$ cat src/rtl/layer_sequencer.sv
// layer_sequencer: control FSM that walks the two-cache router through a multi-layer pass.
//
// Optional watchdog: define LAYERSEQ_TIMEOUT_EN to abandon a layer that runs for
// TIMEOUT_CYCLES RUN cycles without proc_Done (sets sticky err).
//
// Ports:
//   clk, rst            clock (rising edge), synchronous active-high reset
//   user_Start          start request, sampled only in IDLE
//   user_NumLayers      layer count, latched at start
//   user_FirstSecond    cache holding the input, latched at start
//   user_Abort          abandon the pass from GUARD/RUN/SWAP
//   user_Busy           high from start acceptance through DONE
//   user_Done           one-cycle completion pulse
//   user_ResultSecond   cache holding the final output, valid with user_Done
//   proc_Start          one-cycle pulse at the start of each layer
//   proc_Done           layer-complete pulse from the processors
//   proc_Layer          current layer index
//   critical            router select: processors own the caches
//   cacheSecond         router select: source cache for processor reads
//   ReverseWrite        router select: processor writes go to the non-source cache
//   err                 sticky watchdog error
module layer_sequencer #(
    parameter int LAYER_W        = 8,
    parameter int SETTLE_CYCLES  = 2,
    parameter int TIMEOUT_CYCLES = 1024
) (
    input  logic               clk,
    input  logic               rst,
    input  logic               user_Start,
    input  logic [LAYER_W-1:0] user_NumLayers,
    input  logic               user_FirstSecond,
    input  logic               user_Abort,
    output logic               user_Busy,
    output logic               user_Done,
    output logic               user_ResultSecond,
    output logic               proc_Start,
    input  logic               proc_Done,
    output logic [LAYER_W-1:0] proc_Layer,
    output logic               critical,
    output logic               cacheSecond,
    output logic               ReverseWrite,
    output logic               err
);
    typedef enum logic [2:0] {IDLE, GUARD, RUN, SWAP, DONE} state_t;

    state_t             state_q, state_d;
    logic [LAYER_W-1:0] num_q, num_d, layer_q, layer_d;
    logic               cs_q, cs_d;
    logic [3:0]         settle_q, settle_d;
    logic               crit_q, rw_q, busy_q, done_q, start_q, result_q;
`ifdef LAYERSEQ_TIMEOUT_EN
    localparam int WD_W = $clog2(TIMEOUT_CYCLES + 1);
    logic [WD_W-1:0]    wd_q, wd_d;
    logic               err_q, err_d;
`endif

    always_comb begin
        state_d  = state_q;
        num_d    = num_q;
        layer_d  = layer_q;
        cs_d     = cs_q;
        settle_d = (state_q == GUARD) ? settle_q + 4'd1 : 4'd0;
`ifdef LAYERSEQ_TIMEOUT_EN
        wd_d     = (state_q == RUN) ? wd_q + 1'b1 : '0;
        err_d    = err_q;
`endif
        case (state_q)
            IDLE: begin
                if (user_Start) begin
                    num_d   = user_NumLayers;
                    cs_d    = user_FirstSecond;
                    layer_d = '0;
                    state_d = (user_NumLayers == '0) ? DONE : GUARD;
`ifdef LAYERSEQ_TIMEOUT_EN
                    err_d   = 1'b0;
`endif
                end
            end
            GUARD: state_d = (settle_q == 4'(SETTLE_CYCLES - 1)) ? RUN : GUARD;
            RUN: begin
                // start_q marks the first RUN cycle, where proc_Done is not yet honoured
                if (!start_q && proc_Done) begin
                    cs_d    = ~cs_q;
                    layer_d = layer_q + 1'b1;
                    state_d = SWAP;
                end
`ifdef LAYERSEQ_TIMEOUT_EN
                else if (wd_q == WD_W'(TIMEOUT_CYCLES - 1)) begin
                    err_d   = 1'b1;
                    state_d = IDLE;
                end
`endif
            end
            SWAP: state_d = (layer_q == num_q) ? DONE : GUARD;
            DONE: state_d = IDLE;
            default: state_d = IDLE;
        endcase
        // abort wins over proc_Done and the watchdog: undo anything the case above staged
        if (user_Abort && (state_q inside {GUARD, RUN, SWAP})) begin
            state_d = IDLE;
            cs_d    = cs_q;
            layer_d = layer_q;
`ifdef LAYERSEQ_TIMEOUT_EN
            err_d   = err_q;
`endif
        end
    end

    // outputs are registered from the next state so they change exactly with the state
    always_ff @(posedge clk) begin
        if (rst) begin
            state_q  <= IDLE;
            num_q    <= '0;
            layer_q  <= '0;
            cs_q     <= 1'b0;
            settle_q <= '0;
            crit_q   <= 1'b0;
            rw_q     <= 1'b0;
            busy_q   <= 1'b0;
            done_q   <= 1'b0;
            start_q  <= 1'b0;
            result_q <= 1'b0;
`ifdef LAYERSEQ_TIMEOUT_EN
            wd_q     <= '0;
            err_q    <= 1'b0;
`endif
        end else begin
            state_q  <= state_d;
            num_q    <= num_d;
            layer_q  <= layer_d;
            cs_q     <= cs_d;
            settle_q <= settle_d;
            crit_q   <= state_d inside {GUARD, RUN, SWAP};
            rw_q     <= state_d inside {GUARD, RUN};
            busy_q   <= state_d != IDLE;
            done_q   <= state_d == DONE;
            start_q  <= (state_d == RUN) && (state_q != RUN);
            result_q <= (state_d == DONE) ? cs_d : result_q;
`ifdef LAYERSEQ_TIMEOUT_EN
            wd_q     <= wd_d;
            err_q    <= err_d;
`endif
        end
    end

    assign user_Busy         = busy_q;
    assign user_Done         = done_q;
    assign user_ResultSecond = result_q;
    assign proc_Start        = start_q;
    assign proc_Layer        = layer_q;
    assign critical          = crit_q;
    assign cacheSecond       = cs_q;
    assign ReverseWrite      = rw_q;
`ifdef LAYERSEQ_TIMEOUT_EN
    assign err = err_q;
`else
    // no watchdog: constant 0, written against the parameter so it stays referenced
    assign err = TIMEOUT_CYCLES < 0;
`endif
endmodule

$ cat config.mk
export PLATFORM = sky130hd
export DESIGN_NAME = layer_sequencer
export DESIGN_NICKNAME = d
export VERILOG_FILES = /design/src/rtl/layer_sequencer.sv
export SDC_FILE = /design/constraint.sdc
export NUM_CORES = 1
export LEC_CHECK = 0
export CAP_MARGIN = 40
export CORE_UTILIZATION = 45
export DETAILED_ROUTE_END_ITERATION = 10
export MAX_ROUTING_LAYER = met4
export PLACE_DENSITY = 0.7
export SYNTH_ARGS = -nofsm -noshare
export SYNTH_HDL_FRONTEND = slang
export SYNTH_SLANG_ARGS = --single-unit
export TNS_END_PERCENT = 10
$ cat constraint.sdc
create_clock -name clk -period 1.8 [get_ports clk]
set_clock_uncertainty 0.05 [all_clocks]
set_input_delay 0.18 -clock clk [delete_from_list [all_inputs] [get_ports clk]]
set_output_delay 0.18 -clock clk [all_outputs]
set_load 0.005 [all_outputs]
==> impl_metrics.sql <==
INSERT INTO impl_metrics (metric_group, metric, value, unit) VALUES
('status', 'run_status', 'complete, no violations', ''),
('clocking', 'tritoncts', 'built', ''),
('floorplanning', 'row_count', '20', ''),
('drt', 'initialDrtViolationCount', '40', ''),
('worst_setup_path', 'critical_path_arrival', '1.95', 'ns'),
('floorplanning', 'ports', '30', ''),
('cells_and_area', 'layout.cells.most_common', 'sky130_fd_sc_hd__clkdlybuf4s50_1', ''),
('yosys', 'syn_avg_cell_area', '8.91', 'um^2'),
('worst_setup_path', 'startpoint_type', 'flop', ''),
('yosys', 'synthesis.nets', '179', ''),
('sta', 'timing.hold.ws', '0.362', 'ns'),
('yosys', 'synth_top_area_share', '0.416', ''),
('sta', 'drv_slew', '0', ''),
('power', 'power.share.clock', '0.306', ''),
('clocking', 'ctsRootBufferMaster', 'sky130_fd_sc_hd__clkbuf_4', ''),
('drt', 'post_drt_wl_per_cell', '13.4', 'um'),
('power', 'leakage', '0.790', 'nW'),
('drt', 'firstDrtPassIters', '4', ''),
('clocking', 'clkTransAtPathRegs', '0.09', 'ns'),
('sta', 'timing.fmax', '566', 'MHz'),
('power', 'power.total', '0.00140', 'W'),
('job', 'drv.max_cap_violation_count', '0', ''),
('power', 'power.density_cell_area', '698', 'nW/um^2'),
('cells_and_area', 'final_area', '2010', 'um^2'),
('cells_and_area', 'nFillCells', '285', ''),
('drt', 'vias_per_cell', '5.13', ''),
('worst_setup_path', 'worstPathMaxFanout', '8', ''),
('grt', 'maximum_number_of_pins_on_one_net_before_global_route_repair', '14', ''),
('sta', 'setup_violations', '0', ''),
('cells_and_area', 'flow.area_growth_from_synthesis', '39.3', '%'),
('power', 'power_frac_seq', '0.509', ''),
('yosys', 'post_synth_num_cell_types', '45', ''),
('power', 'pwr-share-comb', '0.185', ''),
('yosys', 'synth_sequential_area_ratio', '0.416', ''),
('floorplanning', 'fp.dieW', '58.6', 'um'),
('yosys', 'synth_top_cell_by_area', 'sky130_fd_sc_hd__dfxtp_1', ''),
('sta', 'final_hold_viol_count', '0', ''),
('sta', 'post-route-min-period', '1.77', 'ns'),
('cells_and_area', 'ant_diodes', '0', ''),
('grt', 'grt_antenna_before_repair', '0', ''),
('clocking', 'cts.hold.buffers_added', '0', ''),
('yosys', 'synth_flop_cell', 'sky130_fd_sc_hd__dfxtp_1', ''),
('drt', 'drc', '0', ''),
('clocking', 'clock_tree.htree_level_count', '2', ''),
('clocking', 'clockBufferDepth', '2', ''),
('yosys', 'postSynthRegisterBits', '30', ''),
('cells_and_area', 'mostFrequentLayoutCells', 'sky130_fd_sc_hd__clkdlybuf4s50_1 (28), sky130_fd_sc_hd__dfxtp_1 (26), sky130_fd_sc_hd__nand2_1 (24)', ''),
('power', 'max-vdd-ir-drop', '412', 'uV'),
('place', 'dp_hpwl', '2.51', 'mm'),
('place', 'placed_cells', '247', ''),
('yosys', 'synth-edff-count', '0', ''),
('clocking', 'clock_latency_on_the_worst_skew_pair', '0.34', 'ns'),
('floorplanning', 'fp.dieArea', '3440', 'um^2'),
('grt', 'gr_usage_total', '0.228', ''),
('power', 'switching_share', '0.273', ''),
('power', 'power_report.internal_total', '0.00102', 'W'),
('sta', 'final.period_utilization', '0.982', ''),
('yosys', 'synth_warnings', '0', ''),
('worst_setup_path', 'critPathCaptureType', 'flop', ''),
('place', 'placed_area', '1890', 'um^2'),
('yosys', 'count_of_mapped_cells_out_of_synthesis', '162', ''),
('floorplanning', 'initial_core_utilization', '0.473', ''),
('floorplanning', 'core_area', '3050', 'um^2'),
('grt', 'grt-ovfl-total', '0', ''),
('worst_hold_path', 'hold_path_class', 'in2reg', ''),
('yosys', 'post_synth_main_area_contributors', 'sky130_fd_sc_hd__dfxtp_1 (42%), sky130_fd_sc_hd__nand2_1 (6.2%), sky130_fd_sc_hd__xor2_1 (5.5%)', ''),
('floorplanning', 'die-height', '58.6', 'um'),
('cells_and_area', 'final_layout_size_suffix_gt1_frac', '0.232', ''),
('drt', 'wl', '3.41', 'mm'),
('yosys', 'postSynth.asyncResetShare', '0', ''),
('worst_setup_path', 'cp_data_required_time', '1.98', 'ns');
[power by group through the flow]
stage	clock network (W)	registers [W]	logic (W)
3_5_place_dp	0	0.000729	0.000245
4_1_cts	0.000445	0.000714	0.000247
5_1_grt	0.000467	0.000717	0.000284
3_3_place_gp	0	0.000727	0.000237
2_1_floorplan	0	0.000728	0.000132
6_report	0.000429	0.000714	0.000260
[registers in the layout (all words and copies together), names as in the netlist]
signal / cells
user_ResultSecond: 1
state_q: 3
num_q: 8
critical: 1
user_Done: 1
proc_Layer: 8
ReverseWrite: 1
proc_Start: 1
cacheSecond: 1
settle_q: 4
user_Busy: 1
[layer usage]
layer,global-route usage,up-vias,routed length [um]
li1,-,651,-
met1,0.243,616,1440
met2,0.383,30,1740
met3,0.0505,10,132
met4,0.143,0,99
met5,-,-,0
[synth_stat cells (2+ instances only)]
| library cell | number |
|---|---|
| sky130_fd_sc_hd__clkbuf_1 | 5 |
| sky130_fd_sc_hd__or2_2 | 3 |
| sky130_fd_sc_hd__a21oi_1 | 13 |
| sky130_fd_sc_hd__inv_1 | 3 |
| sky130_fd_sc_hd__nor4b_2 | 2 |
| sky130_fd_sc_hd__o21ai_0 | 3 |
| sky130_fd_sc_hd__nand2b_1 | 4 |
| sky130_fd_sc_hd__a211oi_1 | 2 |
| sky130_fd_sc_hd__nor3_1 | 2 |
| sky130_fd_sc_hd__nor4_1 | 4 |
| sky130_fd_sc_hd__nor2_1 | 13 |
| sky130_fd_sc_hd__nand3b_1 | 2 |
| sky130_fd_sc_hd__nor2b_1 | 2 |
| sky130_fd_sc_hd__ha_1 | 3 |
| sky130_fd_sc_hd__xnor2_1 | 7 |
| sky130_fd_sc_hd__o31ai_1 | 2 |
| sky130_fd_sc_hd__xor2_1 | 9 |
| sky130_fd_sc_hd__nand3_1 | 3 |
| sky130_fd_sc_hd__nand2_1 | 24 |
| sky130_fd_sc_hd__nor3b_1 | 2 |
| sky130_fd_sc_hd__dfxtp_1 | 30 |
[timing repair]
action,CTS,global route
buffers inserted,0,0
gates resized for setup,4,9
pin swaps,1,2
endpoints found under the setup margin,5,8
cloned,0,0
[layout make-up]
class,count,area [um^2],share of cell area
Clock buffer,7,55.1,0.0274
Clock inverter,1,5.00,0.00249
Timing Repair Buffer,49,442,0.220
Multi-Input combinational cell,121,833,0.415
Tap cell,44,55.1,0.0274
Inverter,3,11.3,0.00560
Sequential cell,30,608,0.303
[worst max-delay path, stage by stage, from the launching register on]
cell	delay (ns)
sky130_fd_sc_hd__dfxtp_4	0.37
sky130_fd_sc_hd__or4b_4	0.56
sky130_fd_sc_hd__o21a_4	0.19
sky130_fd_sc_hd__nor3b_1	0.28
sky130_fd_sc_hd__xnor2_1	0.16
sky130_fd_sc_hd__nor2_1	0.05
[final timing paths]
check	start	depth (start not counted)	to	slack, ns
worst max-delay path	state_q[2]$_SDFF_PP0_	5	proc_Layer[2]$_SDFFE_PP0P_	0.03
worst min-delay path	user_NumLayers[5]	3	num_q[5]$_SDFFE_PP0P_	0.36
worst max register to register	state_q[2]$_SDFF_PP0_	5	proc_Layer[2]$_SDFFE_PP0P_	0.03
worst min register to register	settle_q[0]$_SDFF_PP0_	1	settle_q[0]$_SDFF_PP0_	0.40
[cells by family after synthesis]
kind of cell,share of synthesized area
flops,0.416
buf+inv,0.0373
other cells,0.00260
fa+ha+maj,0.0260
xor+xnor,0.0971
simple gates,0.280
compound gates,0.126
mux,0.0147
[per-stage QoR]
| stage | util | setup slack [ns] | setup TNS (ns) |
|---|---|---|---|
| 5_1_grt | 0.658 | -0.0441 | -0.195 |
| 3_5_place_dp | 0.620 | -0.263 | -2.28 |
| 6_report | 0.658 | 0.0325 | 0 |
| 3_3_place_gp | 0.620 | -0.225 | -1.75 |
| 4_1_cts | 0.643 | 0.00346 | 0 |
| 2_1_floorplan | - | 0.00342 | 0 |
No activity file was read; power rests on OpenSTA's default activity.
